File: config.mk
export PLATFORM = sky130hd
export DESIGN_NAME = ext_mem_bridge
export DESIGN_NICKNAME = d
export VERILOG_FILES = /design/src/rtl/ext_mem_pkg.sv /design/src/rtl/ext_mem_hs.sv /design/src/rtl/ext_mem_bridge.sv
export SDC_FILE = /design/constraint.sdc
export NUM_CORES = 1
export LEC_CHECK = 0
export ABC_AREA = 1
export CAP_MARGIN = 20
export CELL_PAD_IN_SITES_DETAIL_PLACEMENT = 1
export CELL_PAD_IN_SITES_GLOBAL_PLACEMENT = 1
export CORE_ASPECT_RATIO = 0.8
export CORE_MARGIN = 2
export CORE_UTILIZATION = 36
export DETAILED_ROUTE_END_ITERATION = 10
export PLACE_DENSITY_LB_ADDON = 0.2
export SKIP_CTS_REPAIR_TIMING = 1
export SYNTH_ARGS = -nofsm -noshare
export SYNTH_HDL_FRONTEND = slang
export SYNTH_SLANG_ARGS = --single-unit
File: constraint.sdc
create_clock -name clk -period 4.1 [get_ports clk]
set_input_delay 0.82 -clock clk [delete_from_list [all_inputs] [get_ports clk]]
set_output_delay 0.82 -clock clk [all_outputs]
set_load 0.005 [all_outputs]
File: src/rtl/ext_mem_pkg.sv
// Shared types and constants for the byte-serial external memory bridge.
package ext_mem_pkg;

    typedef enum logic [1:0] {
        ST_IDLE = 2'd0,
        ST_ADDR = 2'd1,
        ST_DATA = 2'd2
    } state_t;

    typedef enum logic {
        PH_WAIT_LOW = 1'b0,
        PH_REQ      = 1'b1
    } phase_t;

    localparam logic [7:0] OE_ALL  = 8'hFF;
    localparam logic [7:0] OE_NONE = 8'h00;

    // Index of the final byte of an n-byte field (n is 1..4).
    function automatic logic [1:0] last_idx(input int unsigned n);
        return 2'(n - 1);
    endfunction

endpackage

File: src/rtl/ext_mem_hs.sv
// Per-byte 4-phase req/ack handshake: ack synchroniser, request phase
// machine and, with EXT_MEM_TIMEOUT_EN defined, a stall timeout.
//
// state       | meaning
// PH_WAIT_LOW | waiting for ack_s low before raising req
// PH_REQ      | req high, waiting for ack_s high
module ext_mem_hs
    import ext_mem_pkg::*;
#(
    parameter int TIMEOUT = 255
) (
    input  logic clk,
    input  logic rst,
    input  logic start,
    input  logic valid,
    input  logic pad_ack,
    output logic pad_req,
    output logic byte_done,
    output logic timeout
);

    logic   ack_meta;
    logic   ack_s;
    phase_t phase;

    // Two-flop synchroniser; the device ack is fully asynchronous.
    always_ff @(posedge clk or posedge rst) begin
        if (rst) begin
            ack_meta <= 1'b0;
            ack_s    <= 1'b0;
        end else begin
            ack_meta <= pad_ack;
            ack_s    <= ack_meta;
        end
    end

    // The byte completes in the cycle ack_s is seen high while req is up.
    assign byte_done = valid && (phase == PH_REQ) && ack_s;

    // Request phase machine; idles with req low whenever no byte is pending.
    always_ff @(posedge clk or posedge rst) begin
        if (rst) begin
            phase   <= PH_WAIT_LOW;
            pad_req <= 1'b0;
        end else if (start || !valid || timeout) begin
            phase   <= PH_WAIT_LOW;
            pad_req <= 1'b0;
        end else if (phase == PH_WAIT_LOW) begin
            if (!ack_s) begin
                phase   <= PH_REQ;
                pad_req <= 1'b1;
            end
        end else if (ack_s) begin
            phase   <= PH_WAIT_LOW;
            pad_req <= 1'b0;
        end
    end

`ifdef EXT_MEM_TIMEOUT_EN
    localparam int TMR_W = $clog2(TIMEOUT + 1);

    logic             phase_change;
    logic [TMR_W-1:0] tmr;

    assign phase_change = valid && (((phase == PH_WAIT_LOW) && !ack_s) || byte_done);
    assign timeout      = valid && !phase_change && (tmr == '0);

    // Down-counter reloaded on every phase change; terminal count aborts.
    always_ff @(posedge clk or posedge rst) begin
        if (rst) begin
            tmr <= '0;
        end else if (start || !valid || phase_change) begin
            tmr <= TMR_W'(TIMEOUT - 1);
        end else if (tmr != '0) begin
            tmr <= tmr - TMR_W'(1);
        end
    end
`else
    logic unused_timeout_cfg;

    assign timeout            = 1'b0;
    assign unused_timeout_cfg = (TIMEOUT == 0);
`endif

endmodule

File: src/rtl/ext_mem_bridge.sv
// Byte-serial external memory master: word-level read/write bursts over an
// 8-bit bidirectional pad bus. Address goes out once, low byte first; the
// device auto-increments for the remaining words of a burst.
// Optional EXT_MEM_TIMEOUT_EN: abort a stalled handshake and set err.
//
// state   | meaning
// ST_IDLE | ready for a command, pads tri-stated
// ST_ADDR | driving address bytes, little-endian
// ST_DATA | moving data bytes (driven on write, sampled on read)
module ext_mem_bridge
    import ext_mem_pkg::*;
#(
    parameter int ADDR_BYTES = 2,
    parameter int DATA_BYTES = 1,
    parameter int LEN_W      = 4,
    parameter int TIMEOUT    = 255
) (
    input  logic                    clk,
    input  logic                    rst,
    input  logic                    cmd_valid,
    output logic                    cmd_ready,
    input  logic                    cmd_write,
    input  logic [8*ADDR_BYTES-1:0] cmd_addr,
    input  logic [LEN_W-1:0]        cmd_len,
    input  logic [8*DATA_BYTES-1:0] wr_data,
    output logic                    wr_ready,
    output logic [8*DATA_BYTES-1:0] rd_data,
    output logic                    rd_valid,
    output logic                    done,
    output logic                    busy,
    output logic                    err,
    output logic [7:0]              pad_out,
    output logic [7:0]              pad_oe,
    input  logic [7:0]              pad_in,
    output logic                    pad_req,
    input  logic                    pad_ack,
    output logic                    pad_rd,
    output logic                    pad_wr
);

    localparam logic [1:0] ADDR_LAST = last_idx(ADDR_BYTES);
    localparam logic [1:0] DATA_LAST = last_idx(DATA_BYTES);

    state_t                  state;
    logic [1:0]              idx;
    logic [LEN_W-1:0]        word_cnt;
    logic [LEN_W-1:0]        len_q;
    logic [8*ADDR_BYTES-1:0] addr_q;
    logic                    write_q;
    logic                    accept;
    logic                    byte_done;
    logic                    hs_timeout;

    assign cmd_ready = (state == ST_IDLE);
    assign busy      = (state != ST_IDLE);
    assign accept    = cmd_valid && cmd_ready;

    ext_mem_hs #(
        .TIMEOUT (TIMEOUT)
    ) u_hs (
        .clk       (clk),
        .rst       (rst),
        .start     (accept),
        .valid     (busy),
        .pad_ack   (pad_ack),
        .pad_req   (pad_req),
        .byte_done (byte_done),
        .timeout   (hs_timeout)
    );

    // Pad drive derives from registered state, so it is stable across each
    // req high period and tri-states together with an async reset.
    always_comb begin
        pad_out = 8'h00;
        pad_oe  = OE_NONE;
        case (state)
            ST_ADDR: begin
                pad_oe = OE_ALL;
                for (int b = 0; b < ADDR_BYTES; b++) begin
                    if (idx == 2'(b)) pad_out = addr_q[b*8 +: 8];
                end
            end
            ST_DATA: begin
                if (write_q) begin
                    pad_oe = OE_ALL;
                    for (int b = 0; b < DATA_BYTES; b++) begin
                        if (idx == 2'(b)) pad_out = wr_data[b*8 +: 8];
                    end
                end
            end
            default: ;
        endcase
    end

    // Command sequencing: address phase, then LEN+1 data words.
    always_ff @(posedge clk or posedge rst) begin
        if (rst) begin
            state    <= ST_IDLE;
            idx      <= 2'd0;
            word_cnt <= '0;
            len_q    <= '0;
            addr_q   <= '0;
            write_q  <= 1'b0;
            rd_data  <= '0;
            rd_valid <= 1'b0;
            wr_ready <= 1'b0;
            done     <= 1'b0;
            pad_rd   <= 1'b0;
            pad_wr   <= 1'b0;
        end else begin
            rd_valid <= 1'b0;
            wr_ready <= 1'b0;
            done     <= 1'b0;
            case (state)
                ST_IDLE: begin
                    if (cmd_valid) begin
                        state    <= ST_ADDR;
                        idx      <= 2'd0;
                        word_cnt <= '0;
                        len_q    <= cmd_len;
                        addr_q   <= cmd_addr;
                        write_q  <= cmd_write;
                        pad_rd   <= !cmd_write;
                        pad_wr   <= cmd_write;
                    end
                end
                ST_ADDR: begin
                    if (hs_timeout) begin
                        state  <= ST_IDLE;
                        idx    <= 2'd0;
                        pad_rd <= 1'b0;
                        pad_wr <= 1'b0;
                    end else if (byte_done) begin
                        if (idx == ADDR_LAST) begin
                            idx   <= 2'd0;
                            state <= ST_DATA;
                        end else begin
                            idx <= idx + 2'd1;
                        end
                    end
                end
                ST_DATA: begin
                    if (hs_timeout) begin
                        state  <= ST_IDLE;
                        idx    <= 2'd0;
                        pad_rd <= 1'b0;
                        pad_wr <= 1'b0;
                    end else if (byte_done) begin
                        if (!write_q) begin
                            for (int b = 0; b < DATA_BYTES; b++) begin
                                if (idx == 2'(b)) rd_data[b*8 +: 8] <= pad_in;
                            end
                        end
                        if (idx == DATA_LAST) begin
                            idx      <= 2'd0;
                            wr_ready <= write_q;
                            rd_valid <= !write_q;
                            if (word_cnt == len_q) begin
                                done   <= 1'b1;
                                state  <= ST_IDLE;
                                pad_rd <= 1'b0;
                                pad_wr <= 1'b0;
                            end else begin
                                word_cnt <= word_cnt + LEN_W'(1);
                            end
                        end else begin
                            idx <= idx + 2'd1;
                        end
                    end
                end
                default: state <= ST_IDLE;
            endcase
        end
    end

`ifdef EXT_MEM_TIMEOUT_EN
    // Sticky abort flag, cleared when the next command is taken.
    always_ff @(posedge clk or posedge rst) begin
        if (rst) begin
            err <= 1'b0;
        end else if (accept) begin
            err <= 1'b0;
        end else if (hs_timeout) begin
            err <= 1'b1;
        end
    end
`else
    assign err = 1'b0;
`endif

endmodule

## Yosys cells after proc, flatten, opt, wreduce, memory -nomap -nowiden

Index checks and enable logic that the tools add are counted.
Widths: inputs -> output; s select.

| storage, ports and cells | value |
|---|---|
| bits in registers | 46 |
| word-level logic and storage cells | 99 |

| cells by class | value |
|---|---|
| $add $sub $neg | 2 |
| equality and inequality tests | 13 |
| multiplexer cells | 48 |
| bitwise gates (word level) | 1 |
| reduce and logical (&&, ||, !) cells | 19 |

Operators with widths:

| cell | count |
|---|---|
| $mux 8 | 5 |
| $pmux 8 s2 | 2 |
| $mux 2 | 11 |
| $mux 1 | 21 |
| $mux 4 | 4 |
| $ne 2x2->1 const B | 7 |
| $pmux 2 s3 | 2 |
| $reduce_and 5->1 | 2 |
| $pmux 4 s2 | 1 |
| $reduce_and 4->1 | 2 |
| $reduce_and 6->1 | 1 |
| $add 4x1->4 const B | 1 |
| $eq 2x1->1 const B | 2 |
| $eq 4x4->1 | 1 |
| $logic_not 2->1 | 2 |
| $pmux 1 s2 | 2 |
| $reduce_and 2->1 | 2 |
| $reduce_bool 2->1 | 2 |
| $logic_and 1x1->1 | 3 |
| $logic_not 1->1 | 3 |
| $ne 3x2->1 const B | 1 |
| $ne 3x3->1 const B | 1 |
| $reduce_bool 3->1 | 1 |
| $add 2x1->2 const B | 1 |
| 3 further kinds | 3 |

## Logic depth before layout (Yosys ltp)

Gate-level depths: netlist (run 1).

| logic depth | value |
|---|---|
| word-level depth | 5 |
| mapped depth | 10 |
| mapped depth without buffers | 10 |

## Cells and area by module

A second synthesis (run 1) with hierarchy kept.

| unflattened totals | value |
|---|---|
| cells, all modules | 322 |
| area total of the unflattened synthesis | 2456.1 sq um |

Modules (own cells, without submodules):

| module | instances | cells each | area an instance (sq um) |
|---|---|---|---|
| ext_mem_bridge | 1 | 306 | 2303.5 |
| ext_mem_hs | 1 | 16 | 152.6 |

## Least setup slack after synthesis (run 1)

OpenSTA, ideal clock, no wires.

| path | value |
|---|---|
| path kind | register to output |
| start | register state[0] |
| end | output port pad_oe[1] |
| data arrival time | 1.488 ns |
| required time | 3.280 ns |
| slack | 1.792 ns |
| stages on the path, launching flop included | 6 |
| cells stage by stage | dfrtp_1 -> inv_1 -> ha_1 -> clkinv_1 -> a21oi_1 -> buf_4 |

| on the way | value |
|---|---|
| cells in the longest elaborated chain, start to end | 2 |

Ends and longest elaborated chain:

| item | line | RTL |
|---|---|---|
| start: declaration | ext_mem_bridge.sv:44 | `state_t state;` |
| start signal: assignment | ext_mem_bridge.sv:98 | `state <= ST_IDLE;` |
| start signal: assignment | ext_mem_bridge.sv:117 | `state <= ST_ADDR;` |
| start signal: assignment | ext_mem_bridge.sv:129 | `state <= ST_IDLE;` |
| $eq 2x2->1 or $eq 2x1->1 (tied branches) | ext_mem_bridge.sv:76 | `case (state)` |
| $pmux 8 s2 * | ext_mem_bridge.sv:76 |  |
| end: declaration | ext_mem_bridge.sv:33 | `output logic [7:0] pad_oe,` |

Every way passes the cells marked *; elsewhere a longest branch is shown, timed or not.

## Worst setup path in the final report (run 1)

| path | value |
|---|---|
| start | register state[0] |
| end | output port pad_oe[2] |

Same word-level chain as after synthesis.

==> results of run 1 <==
[logic make-up (layout without fill, tap and decap cells)]
family | Yosys count | count (layout) | share of synthesized area
AOI/OAI and AO/OA | 20 | 20 | 0.0537
DFF | 46 | 46 | 0.484
buffers and inverters | 43 | 107 | 0.0890
other | 1 | 1 | 0.00158
and+or+nand+nor | 175 | 175 | 0.322
xor gates and xnor gates | 2 | 2 | 0.00737
adders and majority gates | 8 | 8 | 0.0421
[layout make-up]
| class | instances | area [µm²] |
|---|---|---|
| Sequential cell | 46 | 1150 |
| Tap cell | 84 | 105 |
| Clock buffer | 6 | 82.6 |
| Timing Repair Buffer | 74 | 748 |
| Fill cell | 771 | 3120 |
| Inverter | 25 | 96.3 |
| Clock inverter | 2 | 60.1 |
| Multi-Input combinational cell | 206 | 1010 |
[per-stage QoR]
stage	hold slack [ns]	total power, µW
3_3_place_gp	0.343	1660
4_1_cts	0.379	2140
2_1_floorplan	0.331	1310
3_5_place_dp	0.359	1710
5_1_grt	0.391	2280
6_report	0.372	2120
[per-layer routing]
layer / vias up / part of all wire / global-route usage
li1: 1059 / - / -
met1: 1031 / 0.47 / 0.266
met5: - / 0 / 0
met4: 0 / 0.0072 / 0.0435
met3: 5 / 0.034 / 0.0383
met2: 41 / 0.49 / 0.324
[how the worst max path moves through the flow]
stage | from | end | cells after the start
after floorplan | state[0] | pad_oe[1] | 5
after global placement | state[0] | pad_oe[5] | 5
after detailed placement | state[0] | pad_oe[2] | 5
after CTS | state[0] | pad_oe[2] | 5
after global routing | state[1] | pad_oe[4] | 5
final | state[0] | pad_oe[2] | 5
[flip-flops by register name, summed over array words and instances, names as in the netlist, 2 cells and up]
name / count
idx: 2
addr_q: 16
state: 2
len_q: 4
rd_data: 8
word_cnt: 4
[critical path, delay by kind of cell, from the launching register on]
kind            cells  cell delay (ns)
buf+inv             2             0.70
fa+ha+maj           1             0.48
compound gates      1             0.46
flops               1             0.42
simple gates        1             0.14
[power groups by stage]
stage | clock, µW | sequential [µW] | combinational (µW)
after floorplan | 0 | 715 | 592
after global placement | 0 | 732 | 932
after detailed placement | 0 | 736 | 972
after CTS | 429 | 729 | 980
after global routing | 449 | 749 | 1080
final | 421 | 729 | 968
[Yosys cell counts (all sizes together)]
cell type	instances	area share
a22o	1	0.0037
nor2	9	0.015
and2	1	0.0026
conb	1	0.0016
or2	1	0.0026
dfrtp	46	0.48
nand3	23	0.056
nand4	12	0.032
nand2	127	0.20
xnor2	1	0.0037
o31ai	1	0.0032
clkinv	1	0.0016
nor3	2	0.0090
inv	24	0.039
buf	17	0.047
o21ai	8	0.017
a21oi	2	0.0090
clkbuf	1	0.0016
xor2	1	0.0037
a31oi	8	0.021
ha	8	0.042
==> flow_summary.ini, run 1 <==
[floorplanning]
dieArea_um2 = 7270
die_x_um = 94.8
die_h_um = 76.7
start_util = 0.373
core_area_um2 = 6380
io_pins = 74
row_count = 26

[power]
internal_power_uw = 1310
p_sw_uw = 805
power.switching_fraction = 0.380
seqPwrFrac = 0.344
power_leakage_uw = 0.00150
p_per_area_nw_per_um2 = 650
pwr-share-clk = 0.199
ir_worst_vdd_v = 0.000251
combPwrFrac = 0.457

[timing]
fin_skew_ns = 0.00961
timing.final.max_slew_violations = 0
hold_violations = 0
max_freq_mhz = 301
worst_slew_pin_slew_ns = 0.736
setup_viol = 0
relSlewSlack = 0.508
fin_tns_setup_ns = 0
finalCritPeriodShare = 0.809
period_needed_ns = 3.32
rsz0062_at_grt = false
finalWorstSetupSlack_ns = 0.782

[cells_and_area]
area_growth_pct = 37.1
final_common_cell = nand2_1
final_cell_area_um2 = 3260
final_nets = 407
final_cell_mix = nand2_1, clkdlybuf4s50_1, dfrtp_1
antenna_cells = 0
drive_gt1_frac = 0.0696
stdcell_count = 443
utilization = 0.511

[synthesis]
netlist_area_um2 = 2380
syn-num-nets = 344
syn_area_per_cell_um2 = 8.05
seq_area_frac_synth = 0.484
yosys_register_bits = 46
syn_inst = 295
synth_cell_types = 33
synth_warnings = 0

[setup_path]
critPathMaxFanout = 11
regToRegEndpoint = len_q[3]
worstSetupPathType = register to output pin
ff2ff_path_depth = 6
critPathCaptureType = output pin
worstPathCellList = inv_1, ha_1, nand2_1, a21oi_1, clkdlybuf4s50_1
slowest_delay_ns = 0.61
cp.required_ns = 3.28
timing.rr.start = state[1]
arrival_ns = 2.50
rrSetupSlack_ns = 1.95
cp_slowest_cell = clkdlybuf4s50_1
worstSetupStartpointType = register

[clock_tree]
cts_tree = built
insertion_delay_ns = 0.30
htree_levels = 2
cts_inserted_buffers = 5
cts_sinks = 46
clk_pin_slew_worst_paths_ns = 0.09
clk_path_buf_depth = 2
cts-root-buf = clkbuf_8

[global_route]
grt_overflow_total = 0
grt_use_total = 0.196
grt_pass1_vias = 2261
grt_pass1_wl_um = 11200
grt_max_degree = 47
antenna_found_initial = 0

[job]
maxCapViolations = 0

[drt]
via_per_inst = 4.82
dr.pass1.iters = 4
vias = 2136
routedWlPerCell_um = 15.1
wirelength_um = 6680
drtIter0Drc = 95
drc = 0
ant_nets = 0

[place]
place_ws_ns = 1.11
gp_congestion = 0.859
dp_hpwl_um = 4790
io_buffer_count = 72
place_inst = 434
place_area_um2 = 3090

[min_path]
holdCritPathClass = register to register
worst_hold_startpoint = u_hs.ack_meta
hold_depth = 0
whs_endpoint = u_hs.ack_s

[outcome]
status = completed
No activity file was read; power rests on OpenSTA's default activity.
==> run 2: changes to the inputs <==
--- a/config.mk
+++ b/config.mk
@@ -11,7 +11,7 @@
 export CELL_PAD_IN_SITES_GLOBAL_PLACEMENT = 1
 export CORE_ASPECT_RATIO = 0.8
 export CORE_MARGIN = 2
-export CORE_UTILIZATION = 36
+export CORE_UTILIZATION = 30
 export DETAILED_ROUTE_END_ITERATION = 10
 export PLACE_DENSITY_LB_ADDON = 0.2
 export SKIP_CTS_REPAIR_TIMING = 1
==> constraint.sdc (replaced) <==
create_clock -name clk -period 2.7 [get_ports clk]
set_input_delay 0.54 -clock clk [delete_from_list [all_inputs] [get_ports clk]]
set_output_delay 0.54 -clock clk [all_outputs]
set_load 0.005 [all_outputs]
==> flow_summary.ini, run 2 (synthesis gave the netlist of run 1 again) <==
[outcome]
status = completed

[floorplanning]
die_x_um = 104
die_h_um = 83.6
io_pins = 74
start_util = 0.305
row_count = 29
core_area_um2 = 7800
dieArea_um2 = 8650

[clock_tree]
cts-root-buf = clkbuf_8
cts_inserted_buffers = 5
clk_path_buf_depth = 2
clk_pin_slew_worst_paths_ns = 0.10
cts_tree = built
cts_sinks = 46
insertion_delay_ns = 0.30
htree_levels = 2

[timing]
relSlewSlack = 0.601
finalWorstSetupSlack_ns = 0.0750
fin_skew_ns = 0.00493
worst_slew_pin_slew_ns = 0.599
timing.final.max_slew_violations = 0
finalCritPeriodShare = 0.972
period_needed_ns = 2.63
max_freq_mhz = 381
rsz0062_at_grt = false
hold_violations = 0
setup_viol = 0

[drt]
wirelength_um = 6570
drc = 0
vias = 2163
dr.pass1.iters = 4
routedWlPerCell_um = 13.8
drtIter0Drc = 68
via_per_inst = 4.55
ant_nets = 0

[cells_and_area]
final_nets = 415
drive_gt1_frac = 0.117
largest_reg_flops = 16
antenna_cells = 0
multi_input_area_um2 = 1060
fillers = 947
final_cell_mix = nand2_1, clkdlybuf4s50_1, dfrtp_1
final_common_cell = nand2_1
regMostFlops = addr_q
regArea_um2 = 1150
area_growth_pct = 43.4
largestRegisters = addr_q (16), rd_data (8)

[setup_path]
critPathMaxFanout = 3
critPathCaptureType = output pin
rrSetupSlack_ns = 0.90
arrival_ns = 2.09
worstSetupStartpointType = register
timing.rr.start = state[1]
cp.required_ns = 2.16
ff2ff_path_depth = 10
worstSetupPathType = register to output pin
regToRegEndpoint = word_cnt[3]

[place]
dp_hpwl_um = 4750
gp_congestion = 0.842
io_buffer_count = 72
place_ws_ns = 0.242

[power]
power.switching_fraction = 0.396
p_sw_uw = 1300
pwr-share-clk = 0.138
p_total_uw = 3270
power_leakage_uw = 0.00165
p_per_area_nw_per_um2 = 961
seqPwrFrac = 0.340
combPwrFrac = 0.522
ir_worst_vdd_v = 0.000339
internal_power_uw = 1980

[global_route]
grt_pass1_wl_um = 11000
antenna_found_initial = 0
grt_use_total = 0.155
grt_overflow_total = 0
grt_max_degree = 47
met1_usage = 0.212
use_met2 = 0.253
top_usage_layer = met2
grt_use_met3 = 0.0375
grt_pass1_vias = 2243

[min_path]
holdCritPathClass = register to register
worst_hold_startpoint = u_hs.ack_meta
hold_depth = 0
whs_endpoint = u_hs.ack_s

[job]
maxCapViolations = 0
==> run 2: cell count changes in the layout (fill, tap and decap cells not counted), moves of 3 or more <==
cell / change
ha_1: -4
inv_1: -3
buf_4: +4
dlymetal6s2s_1: +7
ha_4: +3
clkdlybuf4s50_1: -7
==> run 2: worst max path at each step <==
stage	from	endpoint	slack, ns	cells past startpoint
floorplan	state[0]	pad_oe[1]	0.67	5
global placement	state[0]	pad_oe[0]	0.36	6
detailed placement	state[0]	pad_oe[3]	0.24	6
CTS	state[0]	pad_oe[3]	-0.09	6
global route	state[0]	pad_oe[3]	0.006	7
finish	state[0]	pad_out[0]	0.07	6
==> run 2: routing by layer <==
| metal | routed length [µm] | up-vias |
|---|---|---|
| met5 | 0 | - |
| met4 | 60 | 0 |
| met3 | 242 | 6 |
| met2 | 3070 | 45 |
| met1 | 3190 | 1033 |
| li1 | - | 1079 |
==> run 2: per-stage QoR <==
stage                     std cells  area, µm²  TNS, ns  utilization  hold slack, ns
final                           475       3410        0        0.437           0.378
after global routing            475       3410        0        0.437           0.398
after CTS                       471       3260   -0.639        0.417           0.390
after detailed placement        463       3160        0        0.405           0.370
after global placement          463       3160        0        0.405           0.343
after floorplan                 295       2380        0            -           0.331
==> run 2: critical path: stages, from the launching register on <==
cell and delay (ns):
dfrtp_1 0.44, inv_2 0.10, ha_4 0.30, clkinvlp_4 0.13
buf_4 0.16, a31oi_1 0.13, clkdlybuf4s50_1 0.52
==> run 2: power groups by stage <==
stage	clock network [µW]	logic [µW]	registers [µW]
floorplan	0	899	1090
global placement	0	1440	1120
detailed placement	0	1490	1120
CTS	470	1490	1110
global route	503	1900	1150
finish	452	1710	1110
==> run 2: final cells by class <==
type | count | share of cell area
clock buffer | 5 | 0.0202
clock inverter | 3 | 0.00734
inverter | 25 | 0.0301
multi-input combinational | 206 | 0.312
sequential | 46 | 0.338
tap | 108 | 0.0397
timing repair buffer | 82 | 0.253
